$ cat src/rtl/serial_word_scanner_pkg.sv
// Shared encodings for the serial word scanner: sequencer states and the detector hit state.
package serial_word_scanner_pkg;
   localparam logic [1:0] S_IDLE  = 2'd0;
   localparam logic [1:0] S_SHIFT = 2'd1;
   localparam logic [1:0] S_FLUSH = 2'd2;
   localparam logic [1:0] S_DONE  = 2'd3;
   localparam logic [1:0] DET_HIT = 2'b11;
endpackage

$ cat src/rtl/serial_word_scanner_detector.sv
// Two-bit T-flip-flop Moore ones-counter (mod 4); y is high in state {A,B} = 2'b11.
module t_ff (
   input  logic clk,
   input  logic rst,
   input  logic clr,
   input  logic t,
   output logic q
);
   always_ff @(posedge clk or negedge rst) begin
      if (!rst)      q <= 1'b0;
      else if (clr)  q <= 1'b0;
      else if (t)    q <= ~q;
   end
endmodule

module ones_mod4_detector
   import serial_word_scanner_pkg::*;
(
   input  logic clk,
   input  logic rst,
   input  logic clr,
   input  logic x,
   output logic A,
   output logic B,
   output logic y
);
   // A toggles only when B is about to carry out: {A,B} counts ones mod 4
   t_ff u_ta (.clk(clk), .rst(rst), .clr(clr), .t(x & B), .q(A));
   t_ff u_tb (.clk(clk), .rst(rst), .clr(clr), .t(x),     .q(B));

   assign y = ({A, B} == DET_HIT);
endmodule

$ cat src/rtl/serial_word_scanner.sv
// Sequencer that shifts a parallel word LSB-first into the mod-4 ones detector and counts hits.
// Optional SCAN_ABORT_EN adds an abort input that cancels a scan in progress without a done pulse.
module serial_word_scanner
   import serial_word_scanner_pkg::*;
#(
   parameter int unsigned WIDTH = 8,
   parameter int unsigned CNT_W = 4
) (
   input  logic             clk,
   input  logic             rst,
   input  logic             start,
   input  logic [WIDTH-1:0] data_in,
`ifdef SCAN_ABORT_EN
   input  logic             abort,
`endif
   output logic             busy,
   output logic             done,
   output logic [CNT_W-1:0] det_cnt,
   output logic             x_out,
   output logic             det_y,
   output logic [1:0]       det_state
);
   localparam int unsigned IDX_W = $clog2(WIDTH);
   localparam logic [IDX_W-1:0] IDX_LAST = IDX_W'(WIDTH - 1);

   logic [1:0]       state;
   logic [WIDTH-1:0] sreg;
   logic [IDX_W-1:0] idx;
   logic             accept;
   logic             abort_hit;
   logic             det_clr;
   logic             det_a;
   logic             det_b;

   assign busy   = (state == S_SHIFT) || (state == S_FLUSH);
   assign done   = (state == S_DONE);
   assign accept = (state == S_IDLE) && start;
`ifdef SCAN_ABORT_EN
   assign abort_hit = busy && abort;
`else
   assign abort_hit = 1'b0;
`endif
   assign det_clr   = accept || abort_hit;
   assign x_out     = (state == S_SHIFT) && sreg[0];
   assign det_state = {det_a, det_b};

   ones_mod4_detector u_det (
      .clk (clk),
      .rst (rst),
      .clr (det_clr),
      .x   (x_out),
      .A   (det_a),
      .B   (det_b),
      .y   (det_y)
   );

   always_ff @(posedge clk or negedge rst) begin
      if (!rst) begin
         state   <= S_IDLE;
         sreg    <= '0;
         idx     <= '0;
         det_cnt <= '0;
      end else begin
         case (state)
            S_IDLE: begin
               if (start) begin
                  state   <= S_SHIFT;
                  sreg    <= data_in;
                  idx     <= '0;
                  det_cnt <= '0;
               end
            end
            S_SHIFT: begin
               if (abort_hit) begin
                  state   <= S_IDLE;
                  det_cnt <= '0;
               end else begin
                  sreg    <= sreg >> 1;
                  idx     <= idx + 1'b1;
                  det_cnt <= det_cnt + CNT_W'(det_y);
                  if (idx == IDX_LAST) state <= S_FLUSH;
               end
            end
            S_FLUSH: begin
               if (abort_hit) begin
                  state   <= S_IDLE;
                  det_cnt <= '0;
               end else begin
                  // Last bit's detector result only becomes visible here
                  det_cnt <= det_cnt + CNT_W'(det_y);
                  state   <= S_DONE;
               end
            end
            default: state <= S_IDLE;
         endcase
      end
   end
endmodule

$ cat config.mk
export PLATFORM = sky130hd
export DESIGN_NAME = serial_word_scanner
export DESIGN_NICKNAME = d
export VERILOG_FILES = /design/src/rtl/serial_word_scanner_pkg.sv /design/src/rtl/serial_word_scanner_detector.sv /design/src/rtl/serial_word_scanner.sv
export SDC_FILE = /design/constraint.sdc
export NUM_CORES = 1
export LEC_CHECK = 0
export CAP_MARGIN = 10
export CORE_MARGIN = 4
export CORE_UTILIZATION = 45
export CTS_BUF_LIST = sky130_fd_sc_hd__clkbuf_16
export CTS_CLUSTER_DIAMETER = 150
export DETAILED_ROUTE_END_ITERATION = 16
export PLACE_DENSITY = 0.81
export SLEW_MARGIN = 10
export SYNTH_ARGS = -nofsm -noshare
export SYNTH_HDL_FRONTEND = slang
export SYNTH_SLANG_ARGS = --single-unit
$ cat constraint.sdc
create_clock -name clk -period 2 [get_ports clk]
set_clock_uncertainty 0.1 [all_clocks]
set_input_delay 0.2 -clock clk [delete_from_list [all_inputs] [get_ports clk]]
set_output_delay 0.2 -clock clk [all_outputs]
set_load 0.02 [all_outputs]
Yosys cells after proc, flatten, opt, wreduce, memory -nomap -nowiden
Index checks and enable logic that the tools add are counted.
Cells by class
  $add $sub $neg: 2
  multiply operators: 0
  div/mod/pow operators: 0
  $lt $le $gt $ge: 0
  equality and inequality tests: 7
  shift operators: 0
  mux-type cells: 13
  bitwise gates (word level): 3
  reductions and logical operators: 12
Operator list (count)
  $pmux 8 s2: 1
  $mux 8: 1
  $pmux 4 s2: 1
  $reduce_bool 2->1: 4
  $eq 2x2->1 const B: 3
  $pmux 2 s3: 1
  $pmux 3 s2: 1
  $reduce_and 2->1: 3
  $add 4x1->4: 1
  $mux 1: 4
  $mux 2: 2
  $mux 4: 1
  $add 3x1->3 const B: 1
  $eq 3x3->1 const B: 1
  $mux 3: 1
  $eq 2x1->1 const B: 1
  $logic_and 1x1->1: 2
  $logic_not 2->1: 1
  $ne 2x1->1 const B: 1
  $ne 2x2->1 const B: 1
  $not 1->1: 2
  $reduce_or 2->1: 1
  $and 1x1->1: 1
  $logic_or 1x1->1: 1
Word-level totals
  flip-flop bits (word level): 19
  latch bits: 0
  memory bits (writable): 0
  memory bits (read-only): 0
  input port bits: 11
  output and inout bits: 10
  word-level logic and storage cells: 43
  memories kept: 0

Depth between registers and ports, before layout
Gate-level depths: netlist of the first run.
  word-level depth: 5
  depth in mapped cells: 7
  mapped depth without buffers: 6

By module
From an unflattened synthesis of the first run, not the netlist that was laid out.
Second synthesis, totals
  cells, all modules: 103
  area total of the unflattened synthesis: 1077.3 µm²
Modules (own cells, without submodules)
  serial_word_scanner: times used 1, cells each 95, area an instance 989.7 µm², sequential area each 425.4 µm²
  t_ff: times used 2, cells each 3, area an instance 37.5 µm², sequential area each 25.0 µm²
  ones_mod4_detector: times used 1, cells each 2, area an instance 12.5 µm², sequential area each 0.0 µm²

Least setup slack after synthesis of the first run
No wires, ideal clock.
  kind: flip-flop to flip-flop
  from: register u_det.u_tb.q
  to: register det_cnt[3]
  library setup time: 69 ps
  arrival time: 1466 ps
  required time: 1831 ps
  slack: 365 ps
  cell stages (with the launch flop): 6
  path buffers: 0
  clock period less this slack: 1635 ps
  cells stage by stage: dfrtp_1 and2_1 ha_1 nand3_1 or4_1 nand3_1
On the way
  cells in the longest elaborated chain, start to end: 3
RTL lines
  start: declaration: line serial_word_scanner_detector.sv:7  | output logic q
  start signal: assignment: line serial_word_scanner_detector.sv:12  | else if (t) q <= ~q;
  $eq 2x2->1: line serial_word_scanner_detector.sv:31  | assign y = ({A, B} == DET_HIT);
  via det_y: line serial_word_scanner.sv:20  | output logic det_y,
  $add 4x1->4: line serial_word_scanner.sv:80, serial_word_scanner.sv:90
  $pmux 4 s2: line serial_word_scanner.sv:64  | case (state)
  end signal: assignment: line serial_word_scanner.sv:80  | det_cnt <= det_cnt + CNT_W'(det_y);
  end signal: assignment: line serial_word_scanner.sv:90  | det_cnt <= det_cnt + CNT_W'(det_y);
  end: declaration: line serial_word_scanner.sv:18  | output logic [CNT_W-1:0] det_cnt,
The timed path passes the listed nets, and every way through them passes these cells.
A chain may end at the register's enable or synchronous reset.

Worst setup path in the final report of the first run
  from: register state[0]
  to: register det_cnt[3]
On the way
  cells in the longest elaborated chain, start to end: 4
  elaborated cells between the ends (all ways): 8
  those cells by class: eq/ne: 3; mux: 1; reduce/logical: 4
RTL lines
  start: declaration: line serial_word_scanner.sv:26  | logic [1:0] state;
  start signal: assignment: line serial_word_scanner.sv:59  | state <= S_IDLE;
  start signal: assignment: line serial_word_scanner.sv:67  | state <= S_SHIFT;
  start signal: assignment: line serial_word_scanner.sv:75  | state <= S_IDLE;
  $eq 2x1->1 / $eq 2x2->1 (equally long branches): line serial_word_scanner.sv:64
  $reduce_or 2->1 (no source line)
  $reduce_bool 2->1 (no source line)
  $reduce_and 2->1 (no source line)
Parallel ways exist; a longest one is shown, timed or not.

==> results_dict.tcl, run 1 <==
set metrics [dict create \
    outcome "finished clean" \
    parity_gate_share_of_the_synthesized_area_counting_xor_and_xnor_cells_pct 1.64 \
    power.clock.fraction_pct 21.7 \
    power.share.combinational_pct 46.4 \
    core_region_area_um2 2230 \
    yosys.cell_count.top_type "sky130_fd_sc_hd__dfrtp_1" \
    ctsLongestPathBuffers 2 \
    synth.yosys.seq_area_share_pct 44.5 \
    criticalPathCategory "flop to flop" \
    global_route.usage.met1_pct 19.6 \
    post-route-worst-setup-slack_ns 0.191 \
    final_hold_viol_count 0 \
    antennaDiodeCount 0 \
    count_of_non_filler_cells_in_the_finished_layout 154 \
    grt_remaining_overflow 0 \
    vdd_ir_drop_max_v 0.000826 \
    post_route_cells_drive_above_1_share_pct 11.1 \
    fin_crit_ns 1.81 \
    cellLeakagePower_nw 0.626 \
    dominantRegCellSynth "sky130_fd_sc_hd__dfrtp_1" \
    num_rows 17 \
    worst_ep_required_time_ns 2.09 \
    fin_tns_setup_ns 0 \
    initial_antenna_violation_count 0 \
    clock_tree.htree_level_count 1 \
    drt-pass1-iter-count 4 \
    synth.cells.most_frequent "19 x sky130_fd_sc_hd__dfrtp_1, 10 x sky130_fd_sc_hd__nand3_1, 8 x sky130_fd_sc_hd__a21oi_1, 8 x sky130_fd_sc_hd__ha_1, 8 x sky130_fd_sc_hd__nand2b_1" \
    use_met3_pct 2.99 \
    period_share_pct 90.5 \
    die-area_um2 3220 \
    post-cts-setup-buffers 0 \
    syn-num-nets 124 \
    power.switching_uw 708 \
    grt_first_pass_wirelength_mm 3.96 \
    power.switching_fraction_pct 37.2 \
    worst_skew_pair.late_latency_ns 0.25 \
    synthSimpleGateAreaFrac_pct 17.0 \
    timing.max_slew.rel_slack_pct 73.0 \
    detailedPlace.worstSlack_ns 0.169 \
    starting_density_of_the_core_pct 47.8 \
    hold_path.class "input pin to async pin" \
    detail_route.wirelength_mm 2.31 \
    drt_iter0_drc 14 \
    critical_path.endpoint_type "flop" \
    residual_antenna_violating_net_count_after_detailed_routing 0 \
    placed_cell_area_um2 1300 \
    setup_viol 0 \
    clock_sinks 19 \
    intPower_mw 1.20 \
    placedCellCount 150 \
    drv_slew 0 \
    synth_compound_gate_area_share_pct 19.3 \
    cp-start-kind "flop" \
    seq_power_share_pct 31.9 \
    tritoncts "built" \
    route.detailed.vias_per_inst 5.73 \
    tritoncts.num_buffers 3 \
    post-route-drc-count 0 \
    grt_util_all_layers_pct 15.7 \
    ys_top_cells_by_area "sky130_fd_sc_hd__dfrtp_1 44%, sky130_fd_sc_hd__ha_1 9.4%, sky130_fd_sc_hd__a221o_1 6.6%" \
    synth-adder-area-share_pct 9.37 \
    pin_count 21 \
    nets 146 \
    numPortBuffers 20 \
    globalplace.congestion 0.728 \
    path_max_fanout 8 \
    clockRootBuffer "sky130_fd_sc_hd__clkbuf_16" \
    fmax_ghz 0.553 \
    final_cell_area_um2 1380 \
    die_extent_in_y_um 56.7 \
    routed-via-count 882 \
    timing_worst_slew_pin_value_ns 0.403 \
    die_w_um 56.7 \
    cap_viol_max_count 0 \
    synth_seq_cells 19 \
    synth.area.mux_share_pct 2.11 \
    yosys.area.top_type_share_pct 44.5 \
    synthesis.area_per_instance_um2 10.2 \
    ys_async_sr_fraction_pct 100 \
    area.growth.synth_to_final_pct 29.0 \
    global_route.peak_usage_layer "met2" \
    synth_top_family_by_area "compound AO/OA/AOI/OAI gates" \
    worst-r2r-cell-count 6 \
    synthesis.instances 105 \
    setup_repair_after_global_routing_missed_its_margin "false" \
    pin_count_of_the_biggest_net_entering_global_routing 20 \
    synth-edff-count 0 \
    ys_warn_count 0 \
    first_global_vias 919 \
    power_density_nw_per_um2 1380 \
    synthesis.area_um2 1070 \
    dpl.hpwl_mm 1.64 \
    yosysUniqueCellTypes 28 \
    gr-usage-met2_pct 26.1 \
    netlist.top_cell.by_area "sky130_fd_sc_hd__dfrtp_1" \
    clkSlewWorstSetupHoldPaths_ns 0.05 \
    cp_data_arrival_time_ns 1.90 \
    detail_route.wl_per_cell_um 15.0 \
]
registers in the layout, summed over array words and instances, names as in the netlist:
name and cells:
sreg 8, det_cnt 4, idx 3, state 2
u_det.u_ta.q 1, u_det.u_tb.q 1
worst paths after layout:
path,from,end,slack [ns]
worst max-delay path,state[0]$_DFFE_PN0P_,det_cnt[3]$_DFFE_PN0P_,0.19
worst min-delay path,rst,idx[0]$_DFFE_PN0P_,0.18
worst max register to register,state[0]$_DFFE_PN0P_,det_cnt[3]$_DFFE_PN0P_,0.19
worst min register to register,det_cnt[2]$_DFFE_PN0P_,det_cnt[2]$_DFFE_PN0P_,0.41
max in group asynchronous,rst,det_cnt[2]$_DFFE_PN0P_,1.42
min in group clk,det_cnt[2]$_DFFE_PN0P_,det_cnt[2]$_DFFE_PN0P_,0.41
metal layers:
| layer | part of all wire (%) | vias to the layer above |
|---|---|---|
| met2 | 49 | 34 |
| met3 | 5.8 | 5 |
| li1 | - | 419 |
| met1 | 43 | 424 |
| met5 | 0 | - |
| met4 | 1.6 | 0 |
stage by stage:
stage	util [%]	total power, mW	hold WS (ns)
finish	61.7	1.90	0.176
global route	61.7	2.05	0.197
CTS	61.6	1.91	0.188
detailed placement	58.2	1.50	0.401
global placement	58.2	1.45	0.392
floorplan	-	1.25	-0.196
layout by cell type (no fill, tap or decap):
cell type and instances:
sky130_fd_sc_hd__and2_1 2, sky130_fd_sc_hd__a21oi_1 8, sky130_fd_sc_hd__nor2_1 1, sky130_fd_sc_hd__clkinv_2 1
sky130_fd_sc_hd__ha_1 8, sky130_fd_sc_hd__inv_1 2, sky130_fd_sc_hd__clkbuf_16 3, sky130_fd_sc_hd__or4_1 1
sky130_fd_sc_hd__buf_4 7, sky130_fd_sc_hd__nand3_1 10, sky130_fd_sc_hd__nand2b_1 8, sky130_fd_sc_hd__a22o_1 2
sky130_fd_sc_hd__a211o_1 1, sky130_fd_sc_hd__nor2b_2 1, sky130_fd_sc_hd__a221o_1 7, sky130_fd_sc_hd__clkdlybuf4s50_1 18
sky130_fd_sc_hd__xor2_1 1, sky130_fd_sc_hd__o21bai_1 1, sky130_fd_sc_hd__mux2_2 2, sky130_fd_sc_hd__nor2b_1 4
sky130_fd_sc_hd__o31ai_1 3, sky130_fd_sc_hd__o21ai_1 1, sky130_fd_sc_hd__a31oi_1 1, sky130_fd_sc_hd__dfrtp_1 19
sky130_fd_sc_hd__nand2_1 5, sky130_fd_sc_hd__dlygate4sd2_1 2, sky130_fd_sc_hd__nor3b_1 1, sky130_fd_sc_hd__o21ai_0 4
sky130_fd_sc_hd__xnor2_1 1, sky130_fd_sc_hd__o41ai_1 1
repair_timing:
action / 4_1_cts / 5_1_grt
endpoints found under the hold margin: 0 / 0
resized for setup: 2 / 1
setup endpoints to repair: 2 / 1
hold buffers: 0 / 0
critical path: stages (launching register included):
cell and delay, ns:
sky130_fd_sc_hd__dfrtp_1 0.37, sky130_fd_sc_hd__inv_1 0.08, sky130_fd_sc_hd__ha_1 0.21, sky130_fd_sc_hd__nor2b_1 0.19, sky130_fd_sc_hd__buf_4 0.18, sky130_fd_sc_hd__or4_1 0.50, sky130_fd_sc_hd__nand3_1 0.10
kinds of logic (layout without fill, tap and decap cells):
logic type,Yosys count,after routing
AND/OR/NAND/NOR,33,33
flip-flops,19,19
AO/OA/AOI/OAI,29,29
multiplexers,2,2
adder cells (fa/ha/maj),8,8
buffers and inverters,12,33
XOR/XNOR,2,2
power by group through the flow:
| stage | clock network (mW) | logic, mW | registers, mW |
|---|---|---|---|
| 3_5_place_dp | 0 | 0.890 | 0.613 |
| 4_1_cts | 0.415 | 0.888 | 0.608 |
| 3_3_place_gp | 0 | 0.854 | 0.600 |
| 5_1_grt | 0.430 | 0.991 | 0.626 |
| 6_report | 0.414 | 0.883 | 0.608 |
| 2_1_floorplan | 0 | 0.663 | 0.586 |
area by class of cell:
type	instances	area [um^2]
Clock buffer	3	75.1
Clock inverter	1	5.00
Fill cell	194	855
Inverter	2	7.51
Multi-Input combinational cell	74	531
Sequential cell	19	475
Tap cell	28	35.0
Timing Repair Buffer	27	250
No activity file was read; power rests on OpenSTA's default activity.
==> inputs of run 2 (changes only) <==
--- a/config.mk
+++ b/config.mk
@@ -11,7 +11,7 @@
 export CTS_BUF_LIST = sky130_fd_sc_hd__clkbuf_16
 export CTS_CLUSTER_DIAMETER = 150
 export DETAILED_ROUTE_END_ITERATION = 16
-export PLACE_DENSITY = 0.81
+export PLACE_DENSITY = 0.83
 export SLEW_MARGIN = 10
 export SYNTH_ARGS = -nofsm -noshare
 export SYNTH_HDL_FRONTEND = slang
==> run 2 against run 1 <==
Compared with the run above: sequential share of layout area is 0.28 points lower; via count is 3.1% lower; combinational power is 2% higher; first-iteration DRC count is 14% higher; global-route usage is 0.49 points higher; worst hold slack better by 0.0016 ns; maximum frequency is 1.5% lower; highest routed layer unchanged.
==> results_dict.tcl, run 2 (same netlist as run 1, synthesis figures left out) <==
set metrics [dict create \
    timing_worst_slew_pin_value_ns 0.381 \
    antennaDiodeCount 0 \
    hold_path.class "input pin to async pin" \
    grt_first_pass_wirelength_mm 4.00 \
    fin_tns_setup_ns 0 \
    cap_viol_max_count 0 \
    criticalPathCategory "flop to flop" \
    power_density_nw_per_um2 1380 \
    area.growth.synth_to_final_pct 30.1 \
    die_extent_in_y_um 56.7 \
    fin_crit_ns 1.84 \
    pin_count 21 \
    globalplace.congestion 0.758 \
    drt_iter0_drc 16 \
    routed.top_layer "met4" \
    die_w_um 56.7 \
    power.share.combinational_pct 47.1 \
    grt_remaining_overflow 0 \
    drt-pass1-iter-count 4 \
    nets 148 \
    fmax_ghz 0.544 \
    die-area_um2 3220 \
    initial_antenna_violation_count 0 \
    clockRootBuffer "sky130_fd_sc_hd__clkbuf_16" \
    setup_viol 0 \
    cpMostUsedCell "sky130_fd_sc_hd__nor2b_1" \
    reg_top3 "sreg (8), det_cnt (4), idx (3)" \
    clock_sinks 19 \
    top_register "sreg" \
    power.switching_uw 701 \
    critical_path.endpoint_type "flop" \
    most-common-layout-cells "19 x sky130_fd_sc_hd__dfrtp_1, 18 x sky130_fd_sc_hd__clkdlybuf4s50_1, 10 x sky130_fd_sc_hd__nand3_1" \
    starting_density_of_the_core_pct 47.8 \
    post-cts-setup-buffers 0 \
    vdd_ir_drop_max_v 0.00104 \
    ctsLongestPathBuffers 2 \
    first_global_vias 832 \
    clkSlewWorstSetupHoldPaths_ns 0.05 \
    numPortBuffers 20 \
    clock_tree.htree_level_count 1 \
    wl_met3_um 106 \
    num_rows 17 \
    route.detailed.vias_per_inst 5.48 \
    seq_power_share_pct 31.6 \
    routed-via-count 855 \
    post_route_cells_drive_above_1_share_pct 10.9 \
    largest_register_ffs 8 \
    dpl.hpwl_mm 1.68 \
    worst_ep_required_time_ns 2.03 \
    final_hold_viol_count 0 \
    grt_util_all_layers_pct 16.2 \
    setup_repair_after_global_routing_missed_its_margin "false" \
    count_of_non_filler_cells_in_the_finished_layout 156 \
    worst_skew_pair.late_latency_ns 0.25 \
    pin_count_of_the_biggest_net_entering_global_routing 20 \
    path_max_fanout 10 \
    cellLeakagePower_nw 0.638 \
    post-route-drc-count 0 \
    routed_length_on_met1_mm 1.00 \
    worstPathCellList "inv_1 > ha_1 > nor2b_1 > nor2b_1 > buf_4 > a221o_1" \
    final_common_cell "sky130_fd_sc_hd__dfrtp_1" \
    crit_slowest_cell "sky130_fd_sc_hd__dfrtp_1" \
    power.switching_fraction_pct 36.7 \
    cp_data_arrival_time_ns 1.87 \
    core_region_area_um2 2230 \
    fin_total_pwr_mw 1.91 \
    met2_wire_length_mm 1.12 \
    residual_antenna_violating_net_count_after_detailed_routing 0 \
    period_share_pct 91.8 \
    detail_route.wl_per_cell_um 14.6 \
    power.clock.fraction_pct 21.3 \
    intPower_mw 1.21 \
    holdWs_ns 0.178 \
    detail_route.wirelength_mm 2.27 \
    worst_path_largest_cell_delay_ns 0.40 \
    timing.max_slew.rel_slack_pct 74.6 \
    cp-start-kind "flop" \
    tritoncts "built" \
    worst-r2r-cell-count 6 \
    outcome "finished clean" \
    placedCellCount 152 \
    tritoncts.num_buffers 3 \
    drv_slew 0 \
]
run 2: cell count changes in the layout (fill, tap and decap cells not counted), sizes merged:
cell    before  now
buf          7    9
clkinv       1    0
inv          2    3
run 2: final cells by class:
type	count	area, um^2
multi-input combinational	74	528
tap	28	35.0
sequential	19	475
inverter	2	7.51
fill	208	843
clock buffer	3	75.1
timing repair buffer	29	265
clock inverter	1	3.75
run 2: critical path: cells and delay by family (launching register included):
family	cells	cell delay [ns]
AO/OA/AOI/OAI	1	0.30
buffers and inverters	2	0.29
flip-flops	1	0.40
adder cells (fa/ha/maj)	1	0.17
AND/OR/NAND/NOR	2	0.45
run 2: power by group through the flow:
stage / clock network (mW) / logic [mW] / registers [mW]
2_1_floorplan: 0 / 0.663 / 0.586
3_3_place_gp: 0 / 0.876 / 0.600
3_5_place_dp: 0 / 0.911 / 0.609
4_1_cts: 0.419 / 0.903 / 0.603
5_1_grt: 0.437 / 1.01 / 0.622
6_report: 0.408 / 0.901 / 0.604
run 2: path summary, 6_finish.rpt:
check                                             from  slack [ns]                     end
min in group clk                det_cnt[2]$_DFFE_PN0P_        0.41  det_cnt[2]$_DFFE_PN0P_
worst max register to register    state[0]$_DFFE_PN0P_        0.16     sreg[3]$_DFFE_PN0P_
worst max-delay path              state[0]$_DFFE_PN0P_        0.16     sreg[3]$_DFFE_PN0P_
worst min register to register  det_cnt[2]$_DFFE_PN0P_        0.41  det_cnt[2]$_DFFE_PN0P_
worst min-delay path                               rst        0.18     sreg[5]$_DFFE_PN0P_
max in group asynchronous                          rst        1.42    state[0]$_DFFE_PN0P_
run 2: metal layers:
| metal | GRT usage, % | vias up |
|---|---|---|
| li1 | - | 423 |
| met1 | 20.8 | 411 |
| met2 | 24.6 | 15 |
| met3 | 5.29 | 6 |
| met4 | 7.28 | 0 |
| met5 | 0 | - |
run 2: timing repair:
| item | CTS | global route |
|---|---|---|
| hold buffers | 0 | 0 |
| endpoints found under the setup margin | 2 | 0 |
| resized for setup | 2 | 0 |
run 2: per-stage QoR:
| step | utilization (%) | worst slack, ns | area [um^2] |
|---|---|---|---|
| after detailed placement | 58.8 | 0.183 | 1310 |
| after floorplan | - | 0.365 | 1070 |
| after CTS | 62.2 | 0.171 | 1390 |
| after global placement | 58.8 | 0.234 | 1310 |
| after global routing | 62.2 | 0.0525 | 1390 |
| final | 62.2 | 0.163 | 1390 |
==> inputs of run 3 (changes only) <==
--- a/config.mk
+++ b/config.mk
@@ -8,7 +8,6 @@
 export CAP_MARGIN = 10
 export CORE_MARGIN = 4
 export CORE_UTILIZATION = 45
-export CTS_BUF_LIST = sky130_fd_sc_hd__clkbuf_16
 export CTS_CLUSTER_DIAMETER = 150
 export DETAILED_ROUTE_END_ITERATION = 16
 export PLACE_DENSITY = 0.83
==> run 3 against run 2 <==
Compared with the run above: power shrank 12%; first-iteration DRC count shrank 13%; maximum frequency shrank 2.0%.
==> results_dict.tcl, run 3 (same netlist as run 1, synthesis figures left out) <==
set metrics [dict create \
    nets 148 \
    dpl.hpwl_mm 1.68 \
    multiInputGateArea_um2 528 \
    first_global_vias 843 \
    fin_total_pwr_mw 1.69 \
    critical_path_start "state[0]$_DFFE_PN0P_" \
    die_w_um 56.7 \
    setup_repair_after_global_routing_missed_its_margin "false" \
    intPower_mw 1.02 \
    cap_viol_max_count 0 \
    cellLeakagePower_nw 0.607 \
    fin_crit_ns 1.87 \
    globalplace.congestion 0.758 \
    worst_path_largest_cell_delay_ns 0.43 \
    register_area_um2 475 \
    detail_route.wl_per_cell_um 14.0 \
    power.switching_fraction_pct 39.5 \
    post-route-drc-count 0 \
    tritoncts "built" \
    drt_iter0_drc 14 \
    final_util_pct 59.9 \
    most-common-layout-cells "19 x sky130_fd_sc_hd__dfrtp_1, 18 x sky130_fd_sc_hd__clkdlybuf4s50_1, 10 x sky130_fd_sc_hd__nand3_1" \
    worstPathCellList "inv_1 > ha_1 > dlygate4sd2_1" \
    timing.max_slew.rel_slack_pct 75.8 \
    area.growth.synth_to_final_pct 25.3 \
    numPortBuffers 20 \
    final.fill_count 220 \
    grt_util_all_layers_pct 15.3 \
    worst_ep_required_time_ns 1.70 \
    fin_tns_setup_ns 0 \
    crit_slowest_cell "sky130_fd_sc_hd__ha_1" \
    holdWs_ns 0.116 \
    largest_register_ffs 8 \
    worst_skew_pair.late_latency_ns 0.30 \
    route.detailed.vias_per_inst 5.46 \
    cts_hold_repair.buffers 0 \
    hold_path.class "input pin to async pin" \
    clock_sinks 19 \
    num_rows 17 \
    clockRootBuffer "sky130_fd_sc_hd__clkbuf_4" \
    die-area_um2 3220 \
    pin_count 21 \
    final_common_cell "sky130_fd_sc_hd__dfrtp_1" \
    clkSlewWorstSetupHoldPaths_ns 0.10 \
    regToRegStartpoint "state[0]$_DFFE_PN0P_" \
    vdd_ir_drop_max_v 0.000932 \
    pin_count_of_the_biggest_net_entering_global_routing 20 \
    power.switching_uw 666 \
    period_share_pct 93.7 \
    clock_tree.htree_level_count 1 \
    routed-via-count 852 \
    setup_viol 0 \
    final_hold_viol_count 0 \
    top_register "sreg" \
    power.share.combinational_pct 52.9 \
    tritoncts.num_buffers 3 \
    power_density_nw_per_um2 1260 \
    power.clock.fraction_pct 11.4 \
    critical_path_buf_inv_count 2 \
    seq_power_share_pct 35.7 \
    cp_data_arrival_time_ns 1.57 \
    core_region_area_um2 2230 \
    reg_top3 "sreg (8), det_cnt (4), idx (3)" \
    timing_worst_slew_pin_value_ns 0.362 \
    ctsLongestPathBuffers 2 \
    grt_first_pass_wirelength_mm 3.87 \
    path_max_fanout 8 \
    die_extent_in_y_um 56.7 \
    grt_remaining_overflow 0 \
    critical_path.endpoint_type "primary output" \
    detail_route.wirelength_mm 2.18 \
    path_delay_family "buffers and inverters" \
    drv_slew 0 \
    cp-start-kind "flop" \
    antennaDiodeCount 0 \
    post_route_cells_drive_above_1_share_pct 10.9 \
    starting_density_of_the_core_pct 47.8 \
    criticalPathCategory "flop to primary output" \
    post-cts-setup-buffers 0 \
    outcome "finished clean" \
    initial_antenna_violation_count 0 \
    residual_antenna_violating_net_count_after_detailed_routing 0 \
    fmax_ghz 0.534 \
    drt-pass1-iter-count 4 \
]
## run 3: changes by cell type in the layout (fill, tap and decap cells not counted), sizes merged
| cell | delta |
|---|---|
| clkbuf | +1 |
| clkdlybuf4s15 | +1 |
| dlygate4sd2 | -1 |
| inv | -1 |
## run 3: per-layer routing
metal	global-route usage [%]	routed length [um]	up-vias
li1	-	-	423
met1	19.3	960	409
met2	24.4	1080	13
met3	3.45	82	7
met4	7.62	62	0
met5	0	0	-
## run 3: per-stage QoR
stage | setup WS, ns | area [um^2] | cells
final | 0.126 | 1340 | 156
after global placement | 0.234 | 1310 | 152
after floorplan | 0.365 | 1070 | 105
after CTS | 0.123 | 1340 | 156
after detailed placement | 0.183 | 1310 | 152
after global routing | 0.0209 | 1340 | 156
## run 3: area by class of cell
class / count / area share, %
flip-flops and latches: 19 / 35.5
multi-input cells: 74 / 39.4
well taps: 28 / 2.62
inverters: 2 / 0.561
repair buffers: 29 / 19.9
clock buffers: 4 / 1.96
## run 3: path summary, 6_finish.rpt
path | depth (start not counted) | to | slack (ns)
worst min-delay path | 2 | sreg[5]$_DFFE_PN0P_ | 0.12
worst min register to register | 1 | det_cnt[2]$_DFFE_PN0P_ | 0.41
worst max register to register | 6 | sreg[3]$_DFFE_PN0P_ | 0.20
max in group asynchronous | 2 | det_cnt[3]$_DFFE_PN0P_ | 1.48
worst max-delay path | 3 | busy | 0.13
min in group clk | 1 | det_cnt[2]$_DFFE_PN0P_ | 0.41
## run 3: power by group through the flow
stage / registers (mW) / logic (mW) / clock network, mW
after floorplan: 0.586 / 0.663 / 0
final: 0.602 / 0.894 / 0.192
after detailed placement: 0.609 / 0.911 / 0
after global routing: 0.620 / 1.00 / 0.216
after CTS: 0.601 / 0.900 / 0.199
after global placement: 0.600 / 0.876 / 0
## run 3: timing repair
| action | CTS | global route |
|---|---|---|
| setup endpoints to repair | 2 | 1 |
| hold endpoints to repair | 0 | 0 |
| gates resized for setup | 2 | 1 |
